`config.mk`:
```
export PLATFORM = sky130hd
export DESIGN_NAME = byte_joining_n
export DESIGN_NICKNAME = d
export VERILOG_FILES = /design/src/rtl/byte_joining_n.sv
export SDC_FILE = /design/constraint.sdc
export NUM_CORES = 1
export LEC_CHECK = 0
export BUFFER_PORTS_ARGS = -buffer_cell sky130_fd_sc_hd__buf_2
export CAP_MARGIN = 20
export CORE_UTILIZATION = 50
export CTS_CLUSTER_DIAMETER = 80
export CTS_CLUSTER_SIZE = 25
export DETAILED_ROUTE_END_ITERATION = 7
export PLACE_DENSITY = 0.8
export RECOVER_POWER = 25
export SLEW_MARGIN = 5
export SYNTH_ARGS = -nofsm -noshare
export SYNTH_HDL_FRONTEND = slang
export SYNTH_SLANG_ARGS = --single-unit
```
`constraint.sdc`:
```
create_clock -name clk -period 2.4 [get_ports clk]
set_input_delay 0 -clock clk [delete_from_list [all_inputs] [get_ports clk]]
set_output_delay 0 -clock clk [all_outputs]
set_load 0.01 [all_outputs]
```
`src/rtl/byte_joining_n.sv`:
```
// Multi-lane byte joiner: buffers whole lane groups in a small FIFO
// and replays each group as a narrow stream, lane 0 first.
module byte_joining_n #(
  parameter  int WIDTH  = 8,
  parameter  int LANES  = 4,
  parameter  int DEPTH  = 2,
  parameter  int MODE_W = 2,
  localparam int LW     = (LANES > 1) ? $clog2(LANES) : 1
) (
  input  logic                   clk,
  input  logic                   reset_n,
  input  logic [LANES*WIDTH-1:0] lanes_in,
  input  logic                   lanes_valid,
  output logic                   lanes_ready,
  input  logic [MODE_W-1:0]      lane_mode,
  output logic [WIDTH-1:0]       data_out,
  output logic                   out_valid,
  input  logic                   out_ready,
  output logic [LW-1:0]          out_lane,
  output logic                   out_last,
  output logic                   mode_err
);

  localparam int LOG2L = $clog2(LANES);
  localparam int PW    = $clog2(DEPTH);
  localparam int CW    = $clog2(DEPTH + 1);

  logic [LANES*WIDTH-1:0] r_mem  [DEPTH];
  logic [LW-1:0]          r_lidx [DEPTH];
  logic [PW-1:0]          r_wr;
  logic [PW-1:0]          r_rd;
  logic [CW-1:0]          r_cnt;
  logic [LW-1:0]          r_sel;
  logic                   r_err;

  logic                   w_mode_ok;
  logic [LW-1:0]          w_nlast;
  logic [LANES*WIDTH-1:0] w_head;
  logic [WIDTH-1:0]       w_lanes [LANES];
  logic                   w_valid;
  logic                   w_ready;
  logic                   w_last;
  logic                   w_push;
  logic                   w_beat;
  logic                   w_pop;

  // Decode link width into the index of the last active lane.
  // Modes wider than the physical link fall back to all lanes.
  always_comb begin
    w_mode_ok = 1'b0;
    w_nlast   = LW'(LANES - 1);
    for (int m = 0; m <= LOG2L; m++) begin
      if (m < (1 << MODE_W)) begin
        if (lane_mode == MODE_W'(m)) begin
          w_mode_ok = 1'b1;
          w_nlast   = LW'((1 << m) - 1);
        end
      end
    end
  end

  assign w_head = r_mem[r_rd];

  // Split the head group into per-lane words.
  always_comb begin
    for (int k = 0; k < LANES; k++) begin
      w_lanes[k] = w_head[k*WIDTH +: WIDTH];
    end
  end

  assign w_valid = (r_cnt != '0);
  assign w_ready = (r_cnt != CW'(DEPTH));
  assign w_last  = w_valid && (r_sel == r_lidx[r_rd]);
  assign w_push  = lanes_valid && w_ready;
  assign w_beat  = w_valid && out_ready;
  assign w_pop   = w_beat && w_last;

  assign lanes_ready = w_ready;
  assign out_valid   = w_valid;
  assign data_out    = w_valid ? w_lanes[r_sel] : '0;
  assign out_lane    = r_sel;
  assign out_last    = w_last;
  assign mode_err    = r_err;

  // Group storage; contents are don't-care until written.
  always_ff @(posedge clk) begin
    if (w_push) begin
      r_mem[r_wr]  <= lanes_in;
      r_lidx[r_wr] <= w_nlast;
    end
  end

  // Pointers, occupancy, lane counter and sticky mode error.
  always_ff @(posedge clk or negedge reset_n) begin
    if (!reset_n) begin
      r_wr  <= '0;
      r_rd  <= '0;
      r_cnt <= '0;
      r_sel <= '0;
      r_err <= 1'b0;
    end else begin
      if (w_push) begin
        r_wr <= r_wr + PW'(1);
      end
      if (w_pop) begin
        r_rd <= r_rd + PW'(1);
      end
      if (w_push && !w_pop) begin
        r_cnt <= r_cnt + CW'(1);
      end else if (!w_push && w_pop) begin
        r_cnt <= r_cnt - CW'(1);
      end
      if (w_beat) begin
        r_sel <= w_last ? '0 : r_sel + LW'(1);
      end
      if (w_push && !w_mode_ok) begin
        r_err <= 1'b1;
      end
    end
  end

endmodule

```
After elaboration in Yosys (flattened, before gate mapping) --
Memories as Yosys holds them, arrays and structs flattened. Cells that the tools add are included.
Storage, ports and cells: logic and storage cells 46, input bits 38, flip-flop bits (word level) 7, memories 2, output and inout port bits 14, RAM bits 68
Operators by class: $add $sub $neg 5, multiplexer cells 15, bitwise operators 1, reduce and logical (&&, ||, !) cells 13, $lt $le $gt $ge 1, equal/unequal tests 4
Memory list:
- r_mem | words 2, width 32, read ports 1, clocked after memory_dff 0, wr ports 1, line 28 | logic [LANES*WIDTH-1:0] r_mem [DEPTH];
- r_lidx | words 2, width 2, read ports 1, clocked after memory_dff 0, wr ports 1, line 29 | logic [LW-1:0] r_lidx [DEPTH];
Operators by type and width (count):
- $mux 8 | 3
- $bmux 8 s2 | 1
- $mux 2 | 6
- $logic_and 1x1->1 | 7
- $mux 1 | 5
- $add 2x1->2 const B | 2
- $reduce_bool 2->1 | 2
- $ge 3x3->1 const B | 1
- $logic_not 1->1 | 3
- $not 2->3 | 1
- $add 1x1->1 const B | 2
- $eq 2x1->1 const B | 1
- $eq 2x2->1 | 1
- $eq 2x2->1 const B | 1
- $logic_not 2->1 | 1
- $ne 2x2->1 const B | 1
- $sub 2x1->2 const B | 1

Longest topological paths before layout --
Gate-level depths: netlist of run 1. An unclocked memory read counts as a cell.
depth in word-level cells 7, mapped depth 7, mapped depth without buffers 7

Worst setup path after synthesis of run 1 --
No wires, ideal clock.
kind reg-to-reg, from register r_cnt[0], to memory r_lidx[0][0] in the netlist's numbering (enable), stages on the path, launching flop included 4, period minus slack after synthesis 2.588 ns, data arrival time 2.163 ns, slack -0.188 ns, library setup time 0.425 ns, cells stage by stage dfrtp_1 > nand2b_1 > nand2_1 > nor2_1
Between the ends: longest elaborated chain between the ends 4
Ends and longest elaborated chain:
- start, declared | line 32 | logic [CW-1:0] r_cnt;
- start signal, assigned | line 109 | r_cnt <= r_cnt + CW'(1);
- start signal, assigned | line 111 | r_cnt <= r_cnt - CW'(1);
- $ne 2x2->1 | line 72 | assign w_ready = (r_cnt != CW'(DEPTH));
- via lanes_ready | line 14 | output logic lanes_ready,
- $logic_and 1x1->1 | line 74 | assign w_push = lanes_valid && w_ready;
- $mux 1 | line 87 | if (w_push) begin
- $mux 1 (not written as such) | line 89 | r_lidx[r_wr] <= w_nlast;
- end, declared | line 29
The timed path passes the listed nets, and every way through them passes these cells.

Worst setup path after layout of run 1 --
from register r_rd, to output port data_out[7]
Between the ends: longest elaborated chain between the ends 5
Ends and longest elaborated chain:
- start, declared | line 31 | logic [PW-1:0] r_rd;
- start signal, assigned | line 106 | r_rd <= r_rd + PW'(1);
- $mem_v2 2x32
- $bmux 8 s2 | line 80 | assign data_out = w_valid ? w_lanes[r_sel] : '0;
- $mux 8 (not written as such) (2 in series) | line 80
- $mux 8 | line 80
- end, declared | line 16 | output logic [WIDTH-1:0] data_out,
No other way between the ends. The select of a mux whose other input is x is not followed.

==> results of run 1 <==
-- report_power, final --
part           switching, mW  internal [mW]
Combinational          0.883          0.704
Sequential             0.162           1.79
Clock                  0.444          0.482
Total                   1.49           2.98
-- registers in the layout, indices dropped and copies added, names as in the netlist --
signal	flops
r_mem	64
out_lane	2
mode_err	1
r_rd	1
r_lidx	4
r_cnt	2
r_wr	1
-- synth_stat cells (all sizes together) --
library cell  number
nand2              4
or3                2
xnor2              4
a31o               1
mux2               9
buf                5
a22oi              8
o21ai             10
mux2i             25
inv                2
nor3               1
a21oi              2
a311oi             8
xor2               3
edfxtp            68
dfrtp              7
nor2b              1
ha                 1
and3               1
or2                1
nand2b             2
nor2               6
clkbuf             3
o22ai              1
-- critical path, delay by kind of cell (launching register included) --
family | cells | cell delay, ns
flip-flops | 1 | 0.48
AND/OR/NAND/NOR | 1 | 0.47
buffers and inverters | 2 | 0.40
AO/OA/AOI/OAI | 3 | 0.46
-- stage by stage --
stage          std cells  total power [mW]  util [%]
2_1_floorplan        175              3.02         -
3_3_place_gp         296              3.48      59.6
3_5_place_dp         296              3.53      59.6
4_1_cts              348              4.51      69.4
5_1_grt              348              4.73      69.2
6_report             348              4.47      69.2
-- layer usage --
layer	up-vias	part of all wire (%)	GRT usage [%]
met2	64	51	34.4
met4	0	1.2	7.09
met5	-	0	0
met3	10	5.1	7.09
li1	880	-	-
met1	878	43	24.4
-- cell type report --
cell class,count,area [µm²],area share [%]
clock buffers,10,128,3.27
clock inverters,6,63.8,1.64
inverters,2,7.51,0.192
multi-input cells,90,738,18.9
flip-flops and latches,75,2220,56.8
well taps,72,90.1,2.31
repair buffers,93,657,16.8
-- worst paths after layout --
check,startpoint,cells past startpoint,slack [ns],to
max in group asynchronous,reset_n,2,1.98,out_lane[0]
hold reg to reg,mode_err,1,0.47,mode_err
min in group asynchronous,reset_n,2,0.10,r_cnt[0]
setup reg to reg,r_rd,7,0.25,r_cnt[1]
hold / removal,out_ready,4,0.07,out_lane[0]
setup / recovery,r_rd,6,0.24,data_out[7]
-- cells by family after synthesis --
group | Yosys count | share of synthesized area (%)
buf+inv | 10 | 1.91
compound gates | 30 | 6.82
xor+xnor | 7 | 2.29
flops | 75 | 73.7
simple gates | 18 | 3.04
mux | 34 | 11.8
fa+ha+maj | 1 | 0.416
-- timing repair --
item / CTS / global route
setup endpoints to repair: 0 / 3
hold buffers: 36 / 0
resized for setup: 0 / 1
endpoints found under the hold margin: 77 / 0
==> summary.md, run 1 <==
| Metric | Value |
|---|---|
| Share of layout cells above drive strength 1 | `about a quarter` |
| Post-CTS setup buffers | `0` |
| Max IR drop VDD | `0.957 mV` |
| Hold_ws | `slightly below 0.07 ns` |
| Top post-synthesis cells by area | `edfxtp_1 (68%), mux2i_1 (8.0%), dfrtp_1 (5.8%), mux2_2 (3.0%), a311oi_1 (2.3%)` |
| Critical Path RT | `around 2.4 ns` |
| Yosys cell types | `30` |
| Max cap viols | `0` |
| P per Cell Area | `1140 nW/µm²` |
| Die Height | `a little under 80 µm` |
| Worst Path Max Fanout | `9` |
| GRT overflow | `0` |
| Dpl cell area | `3360 µm²` |
| Slew HR | `around 51%` |
| Antenna violations before repair | `0` |
| Arrival time at the worst endpoint | `2.16 ns` |
| Flops & latches, synth | `75` |
| Fillers | `379` |
| Worst hold path class | `input port to register` |
| Routed wire per std cell | `~17 µm` |
| CTS root buffer | `clkbuf_8` |
| First-pass GRT wire length | `9110 µm` |
| HPWL reported at the end of detailed placement | `between 3000 and 4000 µm` |
| Starting Density | `around 53%` |
| DRC Markers | `0` |
| CTS Buf Count | `9` |
| Drt total wl | `around 5700 µm` |
| Ports | `52` |
| Most frequent cells in the layout | `edfxtp_1 (68), buf_2 (37), dlygate4sd3_1 (36)` |
| Cells along the critical path | `buf_4, nor2_1, a22oi_1, o21ai_1, a311oi_1, buf_2` |
| CP peak stage delay | `about 0.48 ns` |
| Synth area leader | `edfxtp_1` |
| Crit path kind | `register to primary output` |
| Gpl congestion | `approximately 0.76` |
| Post-Syn Area | `3010 µm²` |
| Number of global-route vias before repair | `1889` |
| Fin crit share | `roughly 90%` |
| Fin crit period | `~2.2 ns` |
| Skew-Pair Late Insertion Delay | `approximately 0.34 ns` |
| H-tree Lvls | `3` |
| Final setup fails | `0` |
| Status | `finished clean` |
| DR iter-0 viols | `76` |
| Drt pass-1 iters | `4` |
| Area growth syn-to-layout | `29.7%` |
| Slew @ Worst Pin | `a little over 0.7 ns` |
| CTS tree | `done` |
| CP max-delay cell | `dfrtp_1` |
| Clock tree sinks | `75` |
| Critical Path End Type | `primary output` |
| Routed Antenna Nets | `0` |
| Cell count after synthesis | `175` |
| Post-synthesis average cell area | `approximately 17 µm²` |
| Total number of vias | `approximately 1800` |
| Critical Path Start Type | `register` |
| Port Buffers | `between 50 and 60` |
| RSZ-0062 raised after global routing | `false` |
| Finished Cell Area | `about 3900 µm²` |
| Clock skew | `roughly 0.0032 ns` |
| Worst-path clk slew | `0.07 ns` |
| Net Count, Synth | `between 200 and 250` |
| Area of the core | `roughly 5600 µm²` |
| Site Rows | `27` |
| Max Freq | `0.463 GHz` |
| Leakage power | `about 1.4 nW` |
| Largest net degree at the start of global routing | `35` |
| Die area | `approximately 6300 µm²` |
| Die W | `~80 µm` |
| Via/cell ratio | `5.26` |
| Final Slew Violations | `0` |
| Antenna Diode Count | `0` |
| Nets | `310` |
| Sequential area share after synthesis | `around three quarters` |
| Commonest non-fill, non-tap cell in the layout | `edfxtp_1` |
| Setup tns final | `0 ns` |
| Worst-case clock buffer depth | `2` |
| Pre-CTS setup slack | `roughly 0.24 ns` |
| Ys Warns | `0` |
| Top cell type's share of synthesized area | `roughly two thirds` |
| Total track usage | `between 20 and 25%` |
| Hold Fails Final Rpt | `0` |
| Post-route setup slack | `approximately 0.24 ns` |
Note: power is estimated with default switching activity, not from simulation.
==> run 2: changes to the inputs <==
Settings changed: CORE_UTILIZATION 50 to 55, PLACE_DENSITY 0.8 to 0.83.
Clock period 2.4 ns to 2.3 ns, I/O delays scaled along.
==> summary.md, run 2 (synthesized netlist as in run 1, its figures left out) <==
| Metric | Value |
|---|---|
| Status | `finished clean` |
| CP peak stage delay | `0.59 ns (+0.11 ns)` |
| Hold Fails Final Rpt | `0 (unchanged)` |
| First-pass GRT wire length | `9740 µm (+6.8%)` |
| Skew-Pair Late Insertion Delay | `0.34 ns (about the same)` |
| Max FFs per register | `64 (unchanged)` |
| Crit path kind | `register to primary output` |
| Largest Register | `r_mem` |
| Die W | `76.0 µm (-4.5%)` |
| Fillers | `320 (-16%)` |
| CTS tree | `done` |
| H-tree Lvls | `3 (unchanged)` |
| Via/cell ratio | `5.37 (+2.0%)` |
| Gpl congestion | `0.786 (+3.2%)` |
| Fin crit period | `around 2.1 ns` |
| Share of layout cells above drive strength 1 | `27.9% (+1.4 points)` |
| Starting Density | `58.2% (+4.8 points)` |
| Routed Antenna Nets | `0 (unchanged)` |
| Drt pass-1 iters | `4 (unchanged)` |
| Arrival time at the worst endpoint | `2.14 ns (-0.02 ns)` |
| DRC Markers | `0 (unchanged)` |
| Ports | `52 (unchanged)` |
| Worst Path Max Fanout | `14 (+5)` |
| Largest regs | `r_mem (64), r_lidx (4)` |
| Worst hold path class | `input port to register` |
| Post-route setup slack | `0.158 ns (-0.0828 ns)` |
| Die area | `5770 µm² (-8.9%)` |
| Max IR drop VDD | `0.716 mV (-25%)` |
| CTS root buffer | `clkbuf_8` |
| Die Height | `76.0 µm (-4.5%)` |
| Setup tns final | `0 ns (unchanged)` |
| Slew HR | `43.2% (-8.3 points)` |
| Routed wire per std cell | `17.4 µm (+5.2%)` |
| RSZ-0062 raised after global routing | `false` |
| Cell count of the worst reg-to-reg path | `6 (-1)` |
| Nets | `311 (+0.32%)` |
| CTS Buf Count | `9 (unchanged)` |
| Leakage power | `1.45 nW (+0.12%)` |
| Commonest non-fill, non-tap cell in the layout | `edfxtp_1` |
| DR iter-0 viols | `87 (+14%)` |
| CP max-delay cell | `dfrtp_2` |
| Max Freq | `between 0.4 and 0.5 GHz` |
| Area growth syn-to-layout | `29.2%` |
| Final Slew Violations | `0 (unchanged)` |
| Cells along the critical path | `buf_4, mux2i_1, a22oi_1, o21ai_1, a311oi_1, buf_2` |
| Number of global-route vias before repair | `2012 (+6.5%)` |
| Area of the core | `5170 µm² (-8.3%)` |
| Total track usage | `23.0% (+2.5 points)` |
| Antenna violations before repair | `0 (unchanged)` |
| GRT overflow | `0 (unchanged)` |
| Critical Path End Type | `primary output` |
| Port Buffers | `51 (unchanged)` |
| Critical Path Start Type | `register` |
| Pre-CTS setup slack | `0.292 ns (+0.0507 ns)` |
| P per Cell Area | `1200 nW/µm² (+4.6%)` |
| Most frequent cells in the layout | `edfxtp_1 (68), buf_2 (37), dlygate4sd3_1 (35)` |
| Total number of vias | `1858 (+1.4%)` |
| Critical Path RT | `2.30 ns (-0.10 ns)` |
| Max cap viols | `0 (unchanged)` |
| Clock tree sinks | `75 (unchanged)` |
| Site Rows | `26 (-3.7%)` |
| Slew @ Worst Pin | `0.848 ns (+0.123 ns)` |
| Worst-case clock buffer depth | `2 (unchanged)` |
| Clock skew | `0.00870 ns (+0.00550 ns)` |
| Antenna Diode Count | `0 (unchanged)` |
| HPWL reported at the end of detailed placement | `3550 µm (+0.99%)` |
| Drt total wl | `6010 µm (+4.6%)` |
| Worst-path clk slew | `0.07 ns (about the same)` |
| Hold path cells | `3 (-1)` |
| Largest net degree at the start of global routing | `35 (unchanged)` |
| Final setup fails | `0 (unchanged)` |
| Fin crit share | `~93%` |
## run 2: layer usage
layer | part of all wire (%) | wire, µm | vias to the layer above | track usage, %
li1 | - | - | 883 | -
met3 | 4.8 | 286 | 4 | 5.90
met2 | 53 | 3180 | 53 | 40.9
met4 | 0.48 | 29 | 0 | 7.88
met5 | 0 | 0 | - | 0
met1 | 42 | 2510 | 918 | 27.0
## run 2: cell type report
class                           count  area, µm²  area share (%)
Clock inverter                      6       57.6            1.48
Timing Repair Buffer               94        649            16.7
Multi-Input combinational cell     90        741            19.1
Sequential cell                    75       2220            57.1
Tap cell                           70       87.6            2.25
Clock buffer                        9        124            3.19
Inverter                            2       7.51           0.193
## run 2: report_power, final
group          internal [mW]  total, mW  switching, mW
logic                  0.736       1.66          0.923
clock network          0.487      0.943          0.455
registers               1.87       2.05          0.181
total                   3.09       4.65           1.56
## run 2: repair_timing
action | in CTS | in global routing
hold buffers | 35 | 0
setup endpoints to repair | 0 | 8
resized for setup | 0 | 3
endpoints found under the hold margin | 76 | 0
setup buffers | 0 | 0
## run 2: critical path, delay by kind of cell, from the launching register on
kind / cells / cell delay [ns]
compound gates: 3 / 0.63
buf+inv: 2 / 0.48
flops: 1 / 0.59
mux: 1 / 0.11
## run 2: per-stage QoR
stage          hold WS, ns  total power [mW]  cell area [µm²]  util [%]  instances
6_report            0.0182              4.65             3890      75.1        346
5_1_grt             0.0400              4.91             3890      75.1        346
4_1_cts           0.000859              4.65             3900      75.3        346
3_5_place_dp        -0.155              3.68             3360      65.0        296
3_3_place_gp        -0.155              3.61             3360      65.0        296
2_1_floorplan       -0.296              3.15             3010         -        175
## run 2: final timing paths
kind	slack (ns)	start	endpoint
worst min register to register	0.47	mode_err	mode_err
worst min-delay path	0.02	lanes_valid	r_wr
min in group asynchronous	0.10	reset_n	r_cnt[1]
max in group asynchronous	1.90	reset_n	out_lane[0]
worst max register to register	0.27	r_rd	r_cnt[1]
worst max-delay path	0.16	out_lane[0]	data_out[3]
==> run 3: changes to the inputs <==
Clock period 2.3 ns to 2.2 ns, I/O delays scaled along.
==> summary.md, run 3 (synthesized netlist as in run 1, its figures left out) <==
| Metric | Value |
|---|---|
| Status | `finished clean` |
| Routed Antenna Nets | `0 (unchanged)` |
| RR Startpoint | `r_rd` |
| Ports | `52 (unchanged)` |
| Share of layout cells above drive strength 1 | `29.4% (+1.5 points)` |
| Cell count of the worst reg-to-reg path | `6 (unchanged)` |
| Final Slew Violations | `0 (unchanged)` |
| Site Rows | `26 (unchanged)` |
| CTS root buffer | `clkbuf_8` |
| Slew HR | `68.6% (+25 points)` |
| Worst R2R End | `r_cnt[1]` |
| Routed wire per std cell | `17.6 µm (+1.1%)` |
| Total number of vias | `1895 (+2.0%)` |
| Worst-case clock buffer depth | `2 (unchanged)` |
| Die area | `5770 µm² (unchanged)` |
| Critical Path Start Type | `register` |
| Fillers | `305 (-4.7%)` |
| Footprint of the multi-input gates | `744 µm² (+0.51%)` |
| Setup tns final | `0 ns (unchanged)` |
| Drt pass-1 iters | `4 (unchanged)` |
| Leakage power | `1.47 nW (+1.9%)` |
| Antenna violations before repair | `0 (unchanged)` |
| Max cap viols | `0 (unchanged)` |
| Final core area utilization | `76.4% (+1.3 points)` |
| Nets | `313 (+0.64%)` |
| Largest Register | `r_mem` |
| Largest net degree at the start of global routing | `35 (unchanged)` |
| Internal | `3.40 mW (+9.8%)` |
| Number of global-route vias before repair | `1992 (-0.99%)` |
| Clock tree sinks | `75 (unchanged)` |
| Worst Path Max Fanout | `15 (+1)` |
| Combinational Power Share | `35.5% (-0.2 points)` |
| First-pass GRT wire length | `9690 µm (-0.42%)` |
| Die W | `76.0 µm (unchanged)` |
| Hold_ws | `0.109 ns (+0.0903 ns)` |
| Port Buffers | `51 (unchanged)` |
| Die Height | `76.0 µm (unchanged)` |
| Max IR drop VDD | `0.845 mV (+18%)` |
| Power share of the sequential group | `41.9% (-2.2 points)` |
| P per Cell Area | `1280 nW/µm² (+7.2%)` |
| DR iter-0 viols | `110 (+26%)` |
| Max Freq | `around 0.5 GHz` |
| Worst-path clk slew | `0.08 ns (about the same)` |
| DRC Markers | `0 (unchanged)` |
| Gpl congestion | `0.757 (-3.7%)` |
| Largest regs | `r_mem (64), r_lidx (4)` |
| Clock power share | `22.6% (+2.3 points)` |
| GRT overflow | `0 (unchanged)` |
| Area of the core | `5170 µm² (unchanged)` |
| Starting Density | `58.2% (unchanged)` |
| Drt total wl | `6130 µm (+2.0%)` |
| Reg area | `2220 µm² (unchanged)` |
| Final total power | `5.07 mW (+9.0%)` |
| Clock skew | `0.00687 ns (-0.00183 ns)` |
| CTS Buf Count | `9 (unchanged)` |
| Finished Layout Cells | `349 (+0.87%)` |
| Crit path kind | `register to primary output` |
| Skew-Pair Late Insertion Delay | `0.34 ns (about the same)` |
| H-tree Lvls | `3 (unchanged)` |
| Commonest non-fill, non-tap cell in the layout | `edfxtp_1` |
| Fin crit period | `just over 2 ns` |
| Cell count after placement | `297 (+0.34%)` |
| Hold Fails Final Rpt | `0 (unchanged)` |
| Critical Path End Type | `primary output` |
| Final setup fails | `0 (unchanged)` |
| Fin crit share | `between 90% and 100%` |
| Slew @ Worst Pin | `0.468 ns (-0.381 ns)` |
| HPWL reported at the end of detailed placement | `3510 µm (-1.1%)` |
| Antenna Diode Count | `0 (unchanged)` |
| Total track usage | `22.8% (-0.18 points)` |
| Via/cell ratio | `5.43 (+1.1%)` |
| CTS tree | `done` |
| RSZ-0062 raised after global routing | `false` |
| Worst hold path class | `input port to asynchronous set/reset pin` |
| Max FFs per register | `64 (unchanged)` |
| Post-CTS setup buffers | `0 (unchanged)` |
| Critical Path RT | `2.20 ns (-0.10 ns)` |
| Worst R2R Setup Slack | `0.21 ns (-0.06 ns)` |
| Arrival time at the worst endpoint | `2.04 ns (-0.10 ns)` |
| Sw Share | `33.1% (-0.46 points)` |
| Most frequent cells in the layout | `edfxtp_1 (68), buf_2 (41), dlygate4sd3_1 (36)` |
| Psw | `1.68 mW (+7.5%)` |
| Area growth syn-to-layout | `31.4%` |
==> run 3: power by group through the flow <==
stage | Clock [mW] | Combinational [mW] | Sequential, mW
after CTS | 1.16 | 1.76 | 2.12
final | 1.15 | 1.80 | 2.13
after detailed placement | 0 | 1.69 | 2.15
after floorplan | 0 | 1.20 | 2.09
after global routing | 1.22 | 1.95 | 2.15
after global placement | 0 | 1.67 | 2.13
==> run 3: worst max-delay path by stage <==
| stage | startpoint | end | slack (ns) | cells past startpoint |
|---|---|---|---|---|
| global route | out_lane[0] | data_out[5] | 0.03 | 6 |
| global placement | r_rd | r_cnt[1] | 0.25 | 7 |
| finish | out_lane[0] | data_out[2] | 0.16 | 6 |
| floorplan | r_cnt[0] | r_lidx[0][0] | 0.17 | 3 |
| detailed placement | r_rd | r_cnt[1] | 0.20 | 6 |
| CTS | out_lane[0] | data_out[2] | 0.04 | 6 |
==> run 3: worst max-delay path: stages, from the launching register on <==
cell,delay (ns)
dfrtp_2,0.53
buf_6,0.25
mux2i_1,0.10
a22oi_1,0.21
o21ai_1,0.11
a311oi_2,0.30
buf_2,0.19
==> run 3: metrics by stage <==
| step | instance area [µm²] | setup WS (ns) |
|---|---|---|
| 2_1_floorplan | 3010 | 0.171 |
| 3_5_place_dp | 3370 | 0.197 |
| 6_report | 3950 | 0.159 |
| 4_1_cts | 3950 | 0.0366 |
| 3_3_place_gp | 3370 | 0.253 |
| 5_1_grt | 3950 | 0.0335 |
==> run 3: what timing repair did <==
| action | 4_1_cts | 5_1_grt |
|---|---|---|
| resized for setup | 0 | 5 |
| hold buffers | 36 | 0 |
| hold endpoints to repair | 77 | 0 |
| setup endpoints to repair | 0 | 8 |
==> run 3: routing by layer <==
| layer | wire [µm] | vias up | share of wire [%] | track usage (%) |
|---|---|---|---|---|
| li1 | - | 891 | - | - |
| met1 | 2530 | 931 | 41 | 26.8 |
| met2 | 3240 | 62 | 53 | 40.5 |
| met3 | 251 | 11 | 4.1 | 4.70 |
| met4 | 117 | 0 | 1.9 | 10.0 |
| met5 | 0 | - | 0 | 0 |
==> run 3: area by class of cell <==
cell class	instances	share of cell area (%)
Tap cell	70	2.22
Timing Repair Buffer	96	17.2
Inverter	2	0.190
Sequential cell	75	56.1
Clock inverter	6	2.25
Clock buffer	10	3.23
Multi-Input combinational cell	90	18.8
